$ cat src/rtl/huffman_stream_decoder.sv
// Purpose: Huffman + VLI token decoder for an MSB-first entropy-coded byte stream, with NUM_TABLES loadable tables.
// Latency: one cycle from a decodable symbol in the bit buffer to out_valid; one token per cycle sustained.
// Backpressure: out_valid && !out_ready freezes the token and the buffer; byte intake continues while space remains.
//
// Ports:
//   clock, reset          : clock and synchronous active-high reset
//   in_valid/in_ready     : byte intake handshake; in_byte is consumed MSB first, in_last marks the final scan byte
//   tbl_sel               : table used for decoding (sampled only when a decode fires)
//   tbl_wr_*              : table entry write port (code MSB-aligned, size 0 = invalid, symbol = {run, vli_size})
//   out_valid/out_ready   : token handshake; run, vli_size, value (EXTENDed), code_size
//   done                  : one-cycle pulse when a finished scan has fully drained
//   error                 : sticky flag for undecodable bits
module huffman_stream_decoder #(
  parameter int H          = 16,
  parameter int NUM_TABLES = 4,
  parameter int BUF_W      = 32
) (
  input  logic                          clock,
  input  logic                          reset,
  input  logic                          in_valid,
  output logic                          in_ready,
  input  logic [7:0]                    in_byte,
  input  logic                          in_last,
  input  logic [$clog2(NUM_TABLES)-1:0] tbl_sel,
  input  logic                          tbl_wr_en,
  input  logic [$clog2(NUM_TABLES)-1:0] tbl_wr_sel,
  input  logic [$clog2(H)-1:0]          tbl_wr_idx,
  input  logic [15:0]                   tbl_wr_code,
  input  logic [4:0]                    tbl_wr_size,
  input  logic [7:0]                    tbl_wr_symbol,
  output logic                          out_valid,
  input  logic                          out_ready,
  output logic [3:0]                    run,
  output logic [3:0]                    vli_size,
  output logic [15:0]                   value,
  output logic [4:0]                    code_size,
  output logic                          done,
  output logic                          error
);

  localparam int IW = $clog2(H);
  localparam int CW = $clog2(BUF_W + 1);

  // Table storage
  logic [15:0] tcode_q [NUM_TABLES][H];
  logic [15:0] tcode_d [NUM_TABLES][H];
  logic [4:0]  tsize_q [NUM_TABLES][H];
  logic [4:0]  tsize_d [NUM_TABLES][H];
  logic [7:0]  tsym_q  [NUM_TABLES][H];
  logic [7:0]  tsym_d  [NUM_TABLES][H];

  // Bit buffer: valid bits are MSB-aligned, bits below the count are kept zero
  logic [BUF_W-1:0] buf_q, buf_d;
  logic [CW-1:0]    cnt_q, cnt_d;
  logic             last_seen_q, last_seen_d;
  logic             error_q, error_d;
  logic             done_q, done_d;
  logic             out_valid_q, out_valid_d;
  logic [3:0]       run_q, run_d;
  logic [3:0]       vli_q, vli_d;
  logic [15:0]      value_q, value_d;
  logic [4:0]       code_size_q, code_size_d;

  // Decode datapath
  logic [15:0]      top16;
  logic [H-1:0]     match_vec;
  logic             hit;
  logic [IW-1:0]    hit_idx;
  logic [4:0]       hit_size;
  logic [7:0]       hit_sym;
  logic [3:0]       hit_vli;
  logic [CW-1:0]    need;
  logic             avail;
  logic             fire;
  logic             err_trig;
  logic             done_cond;
  logic             take;
  logic [15:0]      vli_bits;
  logic             vli_msb;
  logic [15:0]      value_ext;
  logic [CW-1:0]    consumed;
  logic [CW-1:0]    cnt_after;
  logic [BUF_W-1:0] byte_ext;

  assign top16 = buf_q[BUF_W-1 -: 16];

  // An entry matches when it is valid, fully covered by buffered bits, and its
  // top size bits agree with the buffer head.
  always_comb begin
    for (int i = 0; i < H; i++) begin
      match_vec[i] = (tsize_q[tbl_sel][i] != 5'd0) &&
                     (CW'(tsize_q[tbl_sel][i]) <= cnt_q) &&
                     (((top16 ^ tcode_q[tbl_sel][i]) & ~(16'hFFFF >> tsize_q[tbl_sel][i])) == 16'd0);
    end
  end

  // Lowest matching index wins: scan downward so the last assignment is the lowest.
  always_comb begin
    hit     = 1'b0;
    hit_idx = '0;
    for (int i = H - 1; i >= 0; i--) begin
      if (match_vec[i]) begin
        hit     = 1'b1;
        hit_idx = IW'(i);
      end
    end
  end

  assign hit_size = tsize_q[tbl_sel][hit_idx];
  assign hit_sym  = tsym_q[tbl_sel][hit_idx];
  assign hit_vli  = hit_sym[3:0];
  assign need     = CW'(hit_size) + CW'(hit_vli);
  assign avail    = hit && (cnt_q >= need);
  assign fire     = avail && !error_q && (!out_valid_q || out_ready);
  // Sixteen bits cover the longest code, so no match at that depth can never resolve.
  assign err_trig = (cnt_q >= CW'(16)) && !hit;
  assign done_cond = last_seen_q && !avail && !out_valid_q && !error_q && !err_trig;

  assign in_ready = !error_q && !last_seen_q && (cnt_q <= CW'(BUF_W - 8));
  assign take     = in_valid && in_ready;

  // Magnitude bits sit right after the code; a shift by BUF_W yields zero for vli_size = 0.
  assign vli_bits  = 16'((buf_q << hit_size) >> (CW'(BUF_W) - CW'(hit_vli)));
  assign vli_msb   = |(vli_bits & (16'd1 << (hit_vli - 4'd1)));
  assign value_ext = (hit_vli == 4'd0) ? 16'd0 :
                     vli_msb ? vli_bits :
                     (vli_bits - ((16'd1 << hit_vli) - 16'd1));

  assign byte_ext = {in_byte, {(BUF_W-8){1'b0}}} >> cnt_after;

  // Table writes land the cycle after the strobe, so an in-flight decode sees old contents.
  always_comb begin
    tcode_d = tcode_q;
    tsize_d = tsize_q;
    tsym_d  = tsym_q;
    if (tbl_wr_en) begin
      tcode_d[tbl_wr_sel][tbl_wr_idx] = tbl_wr_code;
      tsize_d[tbl_wr_sel][tbl_wr_idx] = tbl_wr_size;
      tsym_d[tbl_wr_sel][tbl_wr_idx]  = tbl_wr_symbol;
    end
  end

  always_comb begin
    consumed    = fire ? need : '0;
    cnt_after   = cnt_q - consumed;
    // Shift out the consumed bits and append the new byte just below what remains.
    buf_d       = buf_q << consumed;
    cnt_d       = cnt_after;
    last_seen_d = last_seen_q;
    error_d     = error_q | err_trig;
    done_d      = 1'b0;
    out_valid_d = out_valid_q && !out_ready;
    run_d       = run_q;
    vli_d       = vli_q;
    value_d     = value_q;
    code_size_d = code_size_q;

    if (take) begin
      buf_d = buf_d | byte_ext;
      cnt_d = cnt_after + CW'(8);
      if (in_last) last_seen_d = 1'b1;
    end

    if (fire) begin
      out_valid_d = 1'b1;
      run_d       = hit_sym[7:4];
      vli_d       = hit_vli;
      value_d     = value_ext;
      code_size_d = hit_size;
    end

    // Scan drained: drop the padding bits and rearm for the next scan.
    if (done_cond) begin
      done_d      = 1'b1;
      buf_d       = '0;
      cnt_d       = '0;
      last_seen_d = 1'b0;
    end
  end

  always_ff @(posedge clock) begin
    if (reset) begin
      for (int t = 0; t < NUM_TABLES; t++) begin
        for (int i = 0; i < H; i++) begin
          tsize_q[t][i] <= 5'd0;
        end
      end
      buf_q       <= '0;
      cnt_q       <= '0;
      last_seen_q <= 1'b0;
      error_q     <= 1'b0;
      done_q      <= 1'b0;
      out_valid_q <= 1'b0;
      run_q       <= 4'd0;
      vli_q       <= 4'd0;
      value_q     <= 16'd0;
      code_size_q <= 5'd0;
    end else begin
      tsize_q     <= tsize_d;
      buf_q       <= buf_d;
      cnt_q       <= cnt_d;
      last_seen_q <= last_seen_d;
      error_q     <= error_d;
      done_q      <= done_d;
      out_valid_q <= out_valid_d;
      run_q       <= run_d;
      vli_q       <= vli_d;
      value_q     <= value_d;
      code_size_q <= code_size_d;
    end
  end

  // Codes and symbols are only meaningful behind a nonzero size, so they need no reset.
  always_ff @(posedge clock) begin
    tcode_q <= tcode_d;
    tsym_q  <= tsym_d;
  end

  assign out_valid = out_valid_q;
  assign run       = run_q;
  assign vli_size  = vli_q;
  assign value     = value_q;
  assign code_size = code_size_q;
  assign done      = done_q;
  assign error     = error_q;

endmodule

$ cat config.mk
export PLATFORM = sky130hd
export DESIGN_NAME = huffman_stream_decoder
export DESIGN_NICKNAME = d
export VERILOG_FILES = /design/src/rtl/huffman_stream_decoder.sv
export SDC_FILE = /design/constraint.sdc
export NUM_CORES = 2
export LEC_CHECK = 0
export CAP_MARGIN = 10
export CORE_MARGIN = 4
export CORE_UTILIZATION = 30
export CTS_CLUSTER_DIAMETER = 100
export DETAILED_ROUTE_END_ITERATION = 10
export PLACE_DENSITY = 0.42
export SYNTH_ARGS = -nofsm -noshare
export SYNTH_HDL_FRONTEND = slang
export SYNTH_SLANG_ARGS = --single-unit
$ cat constraint.sdc
create_clock -name clock -period 35.6 [get_ports clock]
set_input_delay 8.9 -clock clock [delete_from_list [all_inputs] [get_ports clock]]
set_output_delay 8.9 -clock clock [all_outputs]
set_load 0.05 [all_outputs]
==> flow_summary.toml <==
[cts]
numCtsBuffers = 220
cts_tree = "built"
post-cts-setup-buffers = 0
clk_latency_ns = 0.90
clkTransAtPathRegs_ns = 0.06
cts.sinks = 1927
cts_resized = 0
postCtsHoldBufs = 0
clockRootBuffer = "clkbuf_16"
ctsHtreeMaxLevel = 4
clockBufferDepth = 4

[cells_and_area]
nets = 6685
area_growth_pct = 13.3
fin_cells = 10600
fin_area_um2 = 102000
drive_above_1_share_pct = 17.5

[synthesis]
syn_inst = 6444
ys_warn_count = 0
synth_area_um2 = 89600
async_flop_share_pct = 0
synth_ff_type = "edfxtp_1"
synthDistinctLibCells = 123
syn_avg_cell_area_um2 = 13.9
syn_nets = 6630
synth_edf_count = 1536
ys_seq_area_share_pct = 60.2
ys_ff_latch = 1927

[floorplanning]
die_y_um = 554
core-area_um2 = 297000
initial_core_util_pct = 30.2
dieArea_um2 = 307000
rows = 200
ioPinCount = 84
die_width_um = 554

[placed_design]
place_congestion = 0.871
hpwl_um = 208000
numPortBuffers = 83
place_area_um2 = 94500
place_inst = 10200

[critical_path]
start_kind = "input pin"
crit_start = "tbl_sel[0]"
crit_slowest_cell = "mux4_1"
required_ns = 36.28
crit_type = "input pin to register"
r2r_start = "cnt_q[5]"
path_buf_inv = 11
critPathArrivalTime_ns = 25.03
crit_path_frequent_cell = "buf_4"
crit_fanout = 74
cp-end-kind = "register"
slowest_delay_ns = 0.83
cp_top_family = "buffers and inverters"

[global_route]
grt_max_degree = 97
overflow = 0
antenna_found_initial = 22
grt_use_total_pct = 20.5
grt_pass1_wl_um = 453000
grt_pass1_vias = 57400

[worst_hold_path]
hold_class = "register to register"
hp-start = "tsize_q[66]"

[pwr]
p_per_area_nw_per_um2 = 62.2
cellLeakagePower_nw = 32.7
swShare_pct = 32.1
p_int_w = 0.00429
clkPwrFrac_pct = 35.3
power_frac_comb_pct = 25.1
p_total_w = 0.00632
power.switching_w = 0.00203
vdd_ir_drop_max_mv = 0.0412
seqPwrFrac_pct = 39.6

[routing]
drt_pre_antenna_iters = 6
drc = 0
vias_per_cell = 5.47
vias = 58100
routed_wl_um = 325000
drtIter0Drc = 6151
avgRoutedWirePerCell_um = 30.6
antenna_left = 0

[timing]
fmax_ghz = 0.0411
hold_viol_final = 0
skew_ns = 0.110
setup-tns-final_ns = 0
grt_setup_unrepaired = "no"
worst_pin_slew_ns = 1.24
period_needed_ns = 24.36
setup_violations = 0
slew_violations = 0
final.period_utilization_pct = 68.4
slew_headroom_pct = 17.3

[status]
outcome = "finished, final reports clean"

[run]
drv_cap = 0
## cell usage after synthesis (all sizes together) (16+ instances only)
cell | n | area, um^2
edfxtp | 1536 | 46100
nand2 | 817 | 3070
a21oi | 543 | 2720
mux4 | 479 | 10800
dfxtp | 391 | 7830
nor2 | 277 | 1040
clkbuf | 220 | 833
o21ai | 217 | 1090
mux2i | 214 | 2140
xnor2 | 207 | 1810
buf | 206 | 1520
ha | 132 | 1650
inv | 131 | 492
a211oi | 99 | 773
nand3 | 85 | 425
xor2 | 78 | 683
nor3 | 58 | 290
o211ai | 55 | 418
a31oi | 39 | 244
mux2 | 39 | 439
and2 | 35 | 224
nor2b | 34 | 213
o22ai | 32 | 200
nor4 | 27 | 203
nand4 | 25 | 169
or2 | 25 | 156
a21o | 24 | 180
o221ai | 23 | 201
o31ai | 23 | 173
nand2b | 21 | 131
a2111oi | 20 | 251
o21a | 18 | 135
a211o | 17 | 158
a22oi | 17 | 133
and3 | 16 | 100
o2111ai | 16 | 140
## flip-flops by register name, indices dropped and copies added, names as in the netlist
signal and count:
done 1, last_seen_q 1, out_valid 1, tsym_q 512, cnt_q 6, vli_size 4, code_size 5, buf_q 32
error 1, value 16, tcode_q 1024, run 4, tsize_q 320
## path summary, 6_finish.rpt
| path | to | slack [ns] | cells after the start |
|---|---|---|---|
| max | buf_q[26] | 11.24 | 49 |
| min | tsize_q[66] | 0.45 | 2 |
| max reg2reg | buf_q[26] | 21.45 | 45 |
| min reg2reg | tsize_q[66] | 0.45 | 2 |
## cells by family after synthesis
group / count (synthesis) / share of synthesized area [%]
flip-flops: 1927 / 60.2
buffers and inverters: 559 / 3.18
adder cells (fa/ha/maj): 139 / 1.96
multiplexers: 732 / 15.0
AND/OR/NAND/NOR: 1471 / 7.23
XOR/XNOR: 285 / 2.79
AO/OA/AOI/OAI: 1331 / 9.64
## routing by layer
| metal | part of all wire [%] | track usage [%] | up-vias |
|---|---|---|---|
| met2 | 47 | 33.4 | 1932 |
| met5 | 0 | 0 | - |
| met3 | 4.9 | 2.41 | 386 |
| met1 | 45 | 29.2 | 30800 |
| li1 | - | - | 25000 |
| met4 | 2.5 | 5.18 | 0 |
## layout by cell type (no fill, tap or decap), drive strengths merged, types with 23 or more instances in the layout
master	count
a211oi	99
a21o	24
a21oi	543
a31oi	39
and2	35
buf	207
clkbuf	287
clkdlybuf4s50	51
clkinv	90
dfxtp	391
edfxtp	1536
ha	132
inv	131
mux2	39
mux2i	214
mux4	479
nand2	817
nand3	85
nand4	25
nor2	277
nor2b	34
nor3	58
nor4	27
o211ai	55
o21ai	217
o221ai	23
o22ai	32
o31ai	23
or2	25
xnor2	207
xor2	78
## stage by stage
stage	setup slack [ns]	utilization, %	hold slack (ns)
finish	11.24	34.2	0.451
global route	10.21	34.2	0.466
CTS	11.40	34.2	0.452
detailed placement	10.54	31.8	0.444
global placement	10.56	31.8	0.438
floorplan	16.01	-	0.432
## cell type report
class | instances | area [um^2]
diodes | 11 | 27.5
well taps | 3939 | 4930
inverters | 133 | 499
flip-flops and latches | 1927 | 54000
multi-input cells | 3958 | 33000
clock inverters | 114 | 1000
repair buffers | 259 | 2130
clock buffers | 286 | 5990
fillers | 28700 | 196000
## power by group through the flow
stage | logic, W | clock network (W) | registers [W]
final | 0.00158 | 0.00223 | 0.00250
after global placement | 0.00158 | 0 | 0.00255
after global routing | 0.00169 | 0.00237 | 0.00250
after detailed placement | 0.00157 | 0 | 0.00255
after CTS | 0.00158 | 0.00228 | 0.00250
after floorplan | 0.00100 | 0 | 0.00253
## worst min-delay path: cells and delay by family, from the launching register on
| family | cells | cell delay (ns) |
|---|---|---|
| flip-flops | 1 | 0.30 |
| AND/OR/NAND/NOR | 1 | 0.05 |
| AO/OA/AOI/OAI | 1 | 0.05 |
Note: power is estimated with default switching activity, not from simulation.
